<file path="src/rtl/muldiv_sequencer.sv">
// Multi-cycle signed 16-bit multiply/divide sequencer for the ID/EX boundary.
// Shift-add multiply and restoring divide on magnitudes, with a final sign-fix step.
module muldiv_sequencer #(
  parameter int WIDTH = 16,
  parameter int CNT_W = 4
) (
  input  logic             clk,
  input  logic             reset_n,
  input  logic             start,
  input  logic             op,
  input  logic [WIDTH-1:0] operand_a,
  input  logic [WIDTH-1:0] operand_b,
  output logic             stall,
  output logic             busy,
  output logic             done,
  output logic [WIDTH-1:0] result_lo,
  output logic [WIDTH-1:0] result_hi,
  output logic             div_by_zero,
  output logic             overflow
);

  typedef enum logic [1:0] {
    IDLE = 2'd0,
    CALC = 2'd1,
    SIGN = 2'd2,
    DONE = 2'd3
  } state_t;

  localparam logic [WIDTH-1:0]   ZERO_W  = {WIDTH{1'b0}};
  localparam logic [WIDTH-1:0]   ONES_W  = {WIDTH{1'b1}};
  localparam logic [WIDTH-1:0]   ONE_W   = {{(WIDTH-1){1'b0}}, 1'b1};
  localparam logic [WIDTH-1:0]   MIN_W   = {1'b1, {(WIDTH-1){1'b0}}};
  localparam logic [2*WIDTH-1:0] ONE_DW  = {{(2*WIDTH-1){1'b0}}, 1'b1};
  localparam logic [CNT_W-1:0]   CNT_ONE = {{(CNT_W-1){1'b0}}, 1'b1};
  localparam logic [CNT_W-1:0]   CNT_MAX = {CNT_W{1'b1}};

  function automatic logic [WIDTH-1:0] abs_f(input logic [WIDTH-1:0] v);
    if (v[WIDTH-1]) begin
      abs_f = ~v + ONE_W;
    end else begin
      abs_f = v;
    end
  endfunction

  function automatic logic [WIDTH-1:0] neg_w_f(input logic [WIDTH-1:0] v, input logic en);
    neg_w_f = en ? (~v + ONE_W) : v;
  endfunction

  function automatic logic [2*WIDTH-1:0] neg_dw_f(input logic [2*WIDTH-1:0] v, input logic en);
    neg_dw_f = en ? (~v + ONE_DW) : v;
  endfunction

  state_t               state_r, next_state_s;
  logic [CNT_W-1:0]     cnt_r;
  logic                 op_r, neg_res_r, neg_rem_r, ovf_pend_r;
  logic [WIDTH-1:0]     opnd_r;
  // acc_r is {hi, multiplier} for multiply and {remainder, quotient} for divide
  logic [2*WIDTH-1:0]   acc_r, acc_next_s;
  logic [WIDTH:0]       mul_sum_s, div_trial_s;
  logic [WIDTH-1:0]     div_sub_s;
  logic                 div_ge_s, dbz_start_s;
  logic [2*WIDTH-1:0]   prod_s;
  logic [WIDTH-1:0]     quo_s, rem_s;

  // One multiply or divide iteration, plus the signed final values
  always_comb begin
    dbz_start_s = start && op && (operand_b == ZERO_W);
    mul_sum_s   = {1'b0, acc_r[2*WIDTH-1:WIDTH]} + (acc_r[0] ? {1'b0, opnd_r} : {(WIDTH+1){1'b0}});
    div_trial_s = {acc_r[2*WIDTH-1:WIDTH], acc_r[WIDTH-1]};
    div_ge_s    = (div_trial_s >= {1'b0, opnd_r});
    div_sub_s   = div_trial_s[WIDTH-1:0] - opnd_r;
    if (op_r) begin
      if (div_ge_s) begin
        acc_next_s = {div_sub_s, acc_r[WIDTH-2:0], 1'b1};
      end else begin
        acc_next_s = {acc_r[2*WIDTH-2:0], 1'b0};
      end
    end else begin
      acc_next_s = {mul_sum_s, acc_r[WIDTH-1:1]};
    end
    prod_s = neg_dw_f(acc_r, neg_res_r);
    quo_s  = neg_w_f(acc_r[WIDTH-1:0], neg_res_r);
    rem_s  = neg_w_f(acc_r[2*WIDTH-1:WIDTH], neg_rem_r);
  end

  // Next-state and pipeline hold
  always_comb begin
    next_state_s = state_r;
    stall        = 1'b0;
    case (state_r)
      IDLE: begin
        if (start) begin
          stall = 1'b1;
          if (dbz_start_s) begin
            next_state_s = DONE;
          end else begin
            next_state_s = CALC;
          end
        end else begin
          next_state_s = IDLE;
        end
      end
      CALC: begin
        stall = 1'b1;
        if (cnt_r == {CNT_W{1'b0}}) begin
          next_state_s = SIGN;
        end else begin
          next_state_s = CALC;
        end
      end
      SIGN: begin
        stall        = 1'b1;
        next_state_s = DONE;
      end
      DONE:    next_state_s = IDLE;
      default: next_state_s = IDLE;
    endcase
  end

  // State register with registered busy/done derived from the next state
  always_ff @(posedge clk) begin
    if (reset_n) begin
      state_r <= IDLE;
      busy    <= 1'b0;
      done    <= 1'b0;
    end else begin
      state_r <= next_state_s;
      busy    <= (next_state_s == CALC) || (next_state_s == SIGN);
      done    <= (next_state_s == DONE);
    end
  end

  // Operand capture, iteration datapath and result/flag registers
  always_ff @(posedge clk) begin
    if (reset_n) begin
      cnt_r       <= {CNT_W{1'b0}};
      op_r        <= 1'b0;
      neg_res_r   <= 1'b0;
      neg_rem_r   <= 1'b0;
      ovf_pend_r  <= 1'b0;
      opnd_r      <= ZERO_W;
      acc_r       <= {2*WIDTH{1'b0}};
      result_lo   <= ZERO_W;
      result_hi   <= ZERO_W;
      div_by_zero <= 1'b0;
      overflow    <= 1'b0;
    end else begin
      case (state_r)
        IDLE: begin
          if (start) begin
            op_r        <= op;
            neg_res_r   <= operand_a[WIDTH-1] ^ operand_b[WIDTH-1];
            neg_rem_r   <= operand_a[WIDTH-1];
            ovf_pend_r  <= op && (operand_a == MIN_W) && (operand_b == ONES_W);
            cnt_r       <= CNT_MAX;
            div_by_zero <= 1'b0;
            overflow    <= 1'b0;
            if (dbz_start_s) begin
              result_lo   <= ONES_W;
              result_hi   <= operand_a;
              div_by_zero <= 1'b1;
            end else if (op) begin
              opnd_r <= abs_f(operand_b);
              acc_r  <= {ZERO_W, abs_f(operand_a)};
            end else begin
              opnd_r <= abs_f(operand_a);
              acc_r  <= {ZERO_W, abs_f(operand_b)};
            end
          end
        end
        CALC: begin
          acc_r <= acc_next_s;
          cnt_r <= cnt_r - CNT_ONE;
        end
        SIGN: begin
          if (op_r && ovf_pend_r) begin
            result_lo <= MIN_W;
            result_hi <= ZERO_W;
            overflow  <= 1'b1;
          end else if (op_r) begin
            result_lo <= quo_s;
            result_hi <= rem_s;
          end else begin
            result_lo <= prod_s[WIDTH-1:0];
            result_hi <= prod_s[2*WIDTH-1:WIDTH];
          end
        end
        default: begin
        end
      endcase
    end
  end

endmodule

</file>
<file path="config.mk">
export PLATFORM = sky130hd
export DESIGN_NAME = muldiv_sequencer
export DESIGN_NICKNAME = d
export VERILOG_FILES = /design/src/rtl/muldiv_sequencer.sv
export SDC_FILE = /design/constraint.sdc
export NUM_CORES = 1
export LEC_CHECK = 0
export ABC_AREA = 1
export CAP_MARGIN = 20
export CORE_MARGIN = 2
export CORE_UTILIZATION = 59
export DETAILED_ROUTE_END_ITERATION = 7
export PLACE_DENSITY_LB_ADDON = 0.25
export SLEW_MARGIN = 20
export SYNTH_ARGS = -nofsm -noshare
export SYNTH_HDL_FRONTEND = slang
export SYNTH_SLANG_ARGS = --single-unit
</file>
<file path="constraint.sdc">
create_clock -name clk -period 2.82 [get_ports clk]
set_input_delay 0.564 -clock clk [delete_from_list [all_inputs] [get_ports clk]]
set_output_delay 0.564 -clock clk [all_outputs]
set_load 0.03 [all_outputs]
</file>
Word level (Yosys, flattened, before mapping)
Cells that the tools add are included.

Bits in registers: 94. Input bits: 36. Output and inout bits: 37. Word-level logic and storage cells: 95.

Add/subtract/negate cells: 8. Magnitude comparators: 1. Equality and inequality tests: 12. Muxes and demuxes: 35. Bitwise logic cells: 7. Reductions and logical operators: 18.

Operator list (count): two-way mux 16 bit (15); two-way mux 32 bit (5); adder 16 x 1 -> 16 bit, second input constant (4); NOT 16 bit (4); one-hot mux 16 bit (2 select lines) (2); one-hot mux 32 bit (2 select lines) (1); adder 32 x 1 -> 32 bit, second input constant (1); == test 16 bit, second input constant (2); NOT 32 bit (1); adder 16 x 16 -> 17 bit (1); greater-or-equal comparator 17 x 16 -> 1 bit (1); zero test 16 bit (1); subtractor 16 bit (1); AND reduction 3 bit (4); == test 2 bit, second input constant (4); != test 2 bit, second input constant (4); one-hot mux 2 bit (4 select lines) (1); one-hot mux 4 bit (2 select lines) (1); two-way mux 2 bit (3); logical AND 1 bit (5); == test 2 x 1 -> 1 bit, second input constant (2); zero test 4 bit (1); two-way mux 1 bit (4); two-way mux 4 bit (1); other kinds (9) (12).

Depth between registers and ports, before layout
Depth in word-level cells: 7. Mapped depth: 20. Mapped depth without buffers: 18.

Worst setup path before layout
OpenSTA, ideal clock, no wires.

Kind: reg-to-reg. Start: register acc_r[0]. End: register acc_r[29]. Library setup time: 137 ps. Data arrival time: 2173 ps. Data required time: 2683 ps. Path slack: 510 ps. Cell stages (with the launch flop): 20. Path buffers: 2. Clock period less this slack: 2310 ps. Cells stage by stage: dfxtp_1 -> buf_6 -> clkbuf_1 -> nand2_1 -> inv_1 -> ha_1 -> inv_1 -> fa_1 -> inv_1 -> nand3_1 -> nand3_1 -> nand2_1 -> nand2_1 -> nand2_1 -> nand3_1 -> nand3_1 -> nand2_1 -> inv_1 -> nand2_1 -> a21oi_1.

Longest elaborated chain between the ends: 4.

Ends and longest elaborated chain: start, declared (RTL line 58) `logic [2*WIDTH-1:0] acc_r, acc_next_s;`; start signal, assigned (RTL line 142) `acc_r <= {2*WIDTH{1'b0}};`; start signal, assigned (RTL line 164) `acc_r <= {ZERO_W, abs_f(operand_a)};`; start signal, assigned (RTL line 167) `acc_r <= {ZERO_W, abs_f(operand_b)};`; two-way mux 16 bit (RTL line 68) `mul_sum_s = {1'b0, acc_r[2*WIDTH-1:WIDTH]} + (acc_r[0] ? {1'b0, opnd_r} : {(WIDTH+1){1'b0}});`; adder 16 x 16 -> 17 bit (RTL line 68); two-way mux 32 bit (RTL line 72) `if (op_r) begin`; one-hot mux 32 bit (2 select lines) (RTL line 148) `case (state_r)`.

Every way passes these cells. A chain may end at the register's enable or synchronous reset.

Final worst setup path
Start: input port operand_b[0]. End: register busy.

Longest elaborated chain between the ends: 7. Elaborated cells on any way between the ends: 8. Classes of those cells: eq/ne (2); mux (3); reduce/logical (3).

Ends and longest elaborated chain: start, declared (RTL line 12) `input logic [WIDTH-1:0] operand_b,`; zero test 16 bit * (RTL line 67) `dbz_start_s = start && op && (operand_b == ZERO_W);`; logical AND 1 bit * (RTL line 67); two-way mux 2 bit * (RTL line 94) `if (dbz_start_s) begin`; two-way mux 2 bit * (RTL line 92) `if (start) begin`; one-hot mux 2 bit (4 select lines) * (RTL line 90) `case (state_r)`; net next_state_s[1] (RTL line 53) `state_t state_r, next_state_s;`; == test 2 x 1 -> 1 bit / == test 2 bit (equally long branches) (RTL line 128) `busy <= (next_state_s == CALC) || (next_state_s == SIGN);`; logical OR 1 bit * (RTL line 128); end signal, assigned (RTL line 128); end, declared (RTL line 14) `output logic busy,`.

The timed path passes the listed nets; every way through them passes the cells marked *.

==> impl_metrics.py <==
metrics = {
    "run_status": {
        "status": "finished clean",
    },
    "hold_path": {
        "hold_path.class": "flip-flop to flip-flop",
        "worstHoldStart": "div_by_zero",
        "hold_depth": 2,
        "min_to": "div_by_zero",
    },
    "clocking": {
        "ctsHoldBuffers": 0,
        "clock_latency_ns": 0.36,
        "cts_setup_buffers": 0,
        "cts.sinks": 94,
        "cts_buffer_depth": 2,
        "cts_htree_levels": 3,
        "cts_root_buf": "clkbuf_16",
        "cts_resized": 0,
        "clkSlewWorstSetupHoldPaths_ns": 0.07,
        "cts_tree": "yes",
        "cts_made_buffers": 9,
    },
    "floorplanning": {
        "die_h_um": 126,
        "initial_core_util_pct": 60.2,
        "placement_rows": 44,
        "die_x_um": 126,
        "dieArea_um2": 15800,
        "ios": 73,
        "core_area_um2": 14500,
    },
    "sta": {
        "rsz0062_at_grt": "false",
        "finalCritPeriodShare_pct": 88.3,
        "slew_viol_final": 0,
        "finalSetupViolCount": 0,
        "hold_viol_final": 0,
        "skew_ns": 0.00889,
        "timing.hold.ws_ns": 0.492,
        "fmax_mhz": 401,
        "worstMarginPinSlew_ns": 0.740,
        "setup_tns_ns": 0,
        "max_slew_margin_pct": 50.6,
        "min_period_ns": 2.49,
    },
    "power": {
        "switchingPower_uw": 1500,
        "swShare_pct": 37.3,
        "power_frac_seq_pct": 36.4,
        "ir_drop_uv": 289,
        "powerDensity_nw_per_um2": 403,
        "leakage_uw": 0.00484,
        "clockPowerShare_pct": 32.5,
        "comb_power_share_pct": 31.1,
        "internal_power_uw": 2520,
    },
    "worst_setup_path": {
        "reg2reg_to": "acc_r[25]",
        "crit_arrival_ns": 2.73,
        "path_cells": "clkdlybuf4s50_1 -> inv_1 -> ha_1 -> nand3_1 -> nor2_1 -> nand4_1 -> nand2_1 -> inv_2 -> o21ai_0 -> ha_1 -> inv_1 -> nor2_1",
        "cp_slowest_cell": "clkdlybuf4s50_1",
        "crit_fanout": 18,
        "cpPeakStageDelay_ns": 0.53,
        "critical-path-top-delay-family": "buffers and inverters",
        "rr_startpoint": "acc_r[23]",
        "cp_data_required_time_ns": 3.06,
        "reg2reg_depth": 13,
        "cp_num_buf_inv": 4,
        "critPathKind": "input pin to flip-flop",
        "cp-end-kind": "flip-flop",
        "start_kind": "input pin",
        "reg2reg_slack_ns": 0.33,
    },
    "layout": {
        "diodes": 0,
        "fin_nets": 1625,
        "design_area_um2": 9990,
        "utilization_pct": 68.8,
        "drive_gt1_share_pct": 7.81,
        "layout_common_cells": "nand2_1 (368), inv_1 (207), a21oi_1 (152)",
        "areaGrowthSynthToFinish_pct": 14.1,
        "final_common_cell": "nand2_1",
    },
    "logic_synthesis": {
        "yosys_warnings": 0,
        "synth_seq_cells": 94,
        "synthCells": 1482,
        "ys_seq_area_share_pct": 21.5,
        "postSynthAreaPerCell_um2": 5.91,
        "syn_nets": 1563,
        "syn_area_um2": 8750,
        "synth_cell_types": 46,
    },
    "route": {
        "vias": 10100,
        "drtIter0Drc": 1186,
        "drtAntennaViolNets": 0,
        "avgViaCountPerCell": 5.80,
        "totalWireLength_um": 29300,
        "drc": 0,
        "dr.pass1.iters": 5,
        "wl_per_cell_um": 16.9,
    },
    "grt": {
        "grt_pass1_vias": 9114,
        "antenna_found_initial": 1,
        "grt_use_total_pct": 36.7,
        "grt_pass1_wl_um": 46600,
        "grt_start_max_net_pins": 63,
        "overflow": 0,
    },
    "placement": {
        "gp_congestion": 1.03,
        "port_buffers": 72,
        "dp_hpwl_um": 22800,
        "dpl_cell_area_um2": 9680,
    },
    "job": {
        "maxCapViolations": 0,
    },
}
==> worst max-delay path by stage <==
stage	slack (ns)	cells after the start	to	from
after floorplan	0.51	19	acc_r[29]	acc_r[0]
after global placement	0.10	12	busy	operand_b[0]
after detailed placement	0.0004	12	busy	operand_b[0]
after CTS	0.38	12	busy	operand_b[0]
after global routing	0.16	13	acc_r[25]	acc_r[17]
final	0.33	12	busy	operand_b[0]
==> Yosys cell counts (all sizes together) <==
cell type	number	share of area, %
a211oi	4	0.34
a21o	1	0.086
a21oi	161	9.6
a31oi	11	0.86
a41oi	1	0.10
and2	4	0.29
buf	20	1.7
clkbuf	36	1.5
clkinv	4	0.20
dfxtp	94	21
fa	2	0.46
ha	43	6.1
inv	218	9.3
nand2	389	18
nand3	150	9.1
nand3b	8	0.69
nand4	20	1.4
nor2	116	5.4
nor3	16	0.91
nor3b	1	0.086
nor4	2	0.14
o2111ai	1	0.10
o211ai	11	0.94
o21a	2	0.17
o21ai	125	7.2
o221ai	1	0.10
o311ai	1	0.10
o31ai	1	0.086
or2	6	0.43
xnor2	10	1.0
xor2	23	2.3
==> cells by family after synthesis <==
kind of cell | after synthesis | synth area share, %
AO/OA/AOI/OAI | 320 | 19.7
XOR/XNOR | 33 | 3.30
adder cells (fa/ha/maj) | 45 | 6.60
buffers and inverters | 278 | 12.8
flip-flops | 94 | 21.5
AND/OR/NAND/NOR | 712 | 36.1
==> registers in the layout, summed over array words and instances, names as in the netlist <==
register	count
busy	1
acc_r	32
opnd_r	16
state_r	2
overflow	1
result_lo	16
neg_res_r	1
neg_rem_r	1
result_hi	16
ovf_pend_r	1
done	1
op_r	1
cnt_r	4
div_by_zero	1
==> final cells by class <==
type,count,area (um2)
repair buffers,107,981
inverters,222,836
flip-flops and latches,94,1880
clock buffers,10,229
clock inverters,6,77.6
fillers,1373,4540
well taps,184,230
multi-input cells,1110,5760
==> power groups by stage <==
| stage | Sequential [uW] | Clock (uW) | Combinational (uW) |
|---|---|---|---|
| 2_1_floorplan | 1470 | 0 | 893 |
| 3_3_place_gp | 1490 | 0 | 1210 |
| 3_5_place_dp | 1490 | 0 | 1220 |
| 4_1_cts | 1460 | 1310 | 1230 |
| 5_1_grt | 1470 | 1370 | 1390 |
| 6_report | 1460 | 1310 | 1250 |
==> worst reg2reg max path, stage by stage (launching register included) <==
cell and delay (ns):
dfxtp_1 0.52, ha_1 0.35, nand2_2 0.11, inv_2 0.04
nand2_1 0.06, nand2_1 0.12, inv_2 0.08, nand3_2 0.13
nand2_4 0.13, nand2_4 0.11, nor2_4 0.35, nand2_1 0.17
nand3_1 0.12, a21oi_1 0.06
==> through the flow <==
step	std cells	setup WS [ns]	total power (uW)
2_1_floorplan	1482	0.510	2360
3_3_place_gp	1717	0.103	2700
3_5_place_dp	1717	0.000390	2710
4_1_cts	1733	0.377	4000
5_1_grt	1733	0.161	4230
6_report	1733	0.329	4020
==> metal layers <==
| metal | track usage (%) | share of wire (%) |
|---|---|---|
| met4 | 21.1 | 6.3 |
| met3 | 6.03 | 8.4 |
| met2 | 59.4 | 45 |
| met1 | 46.5 | 40 |
| met5 | 0 | 0.044 |
(Power assumes the default switching activity.)
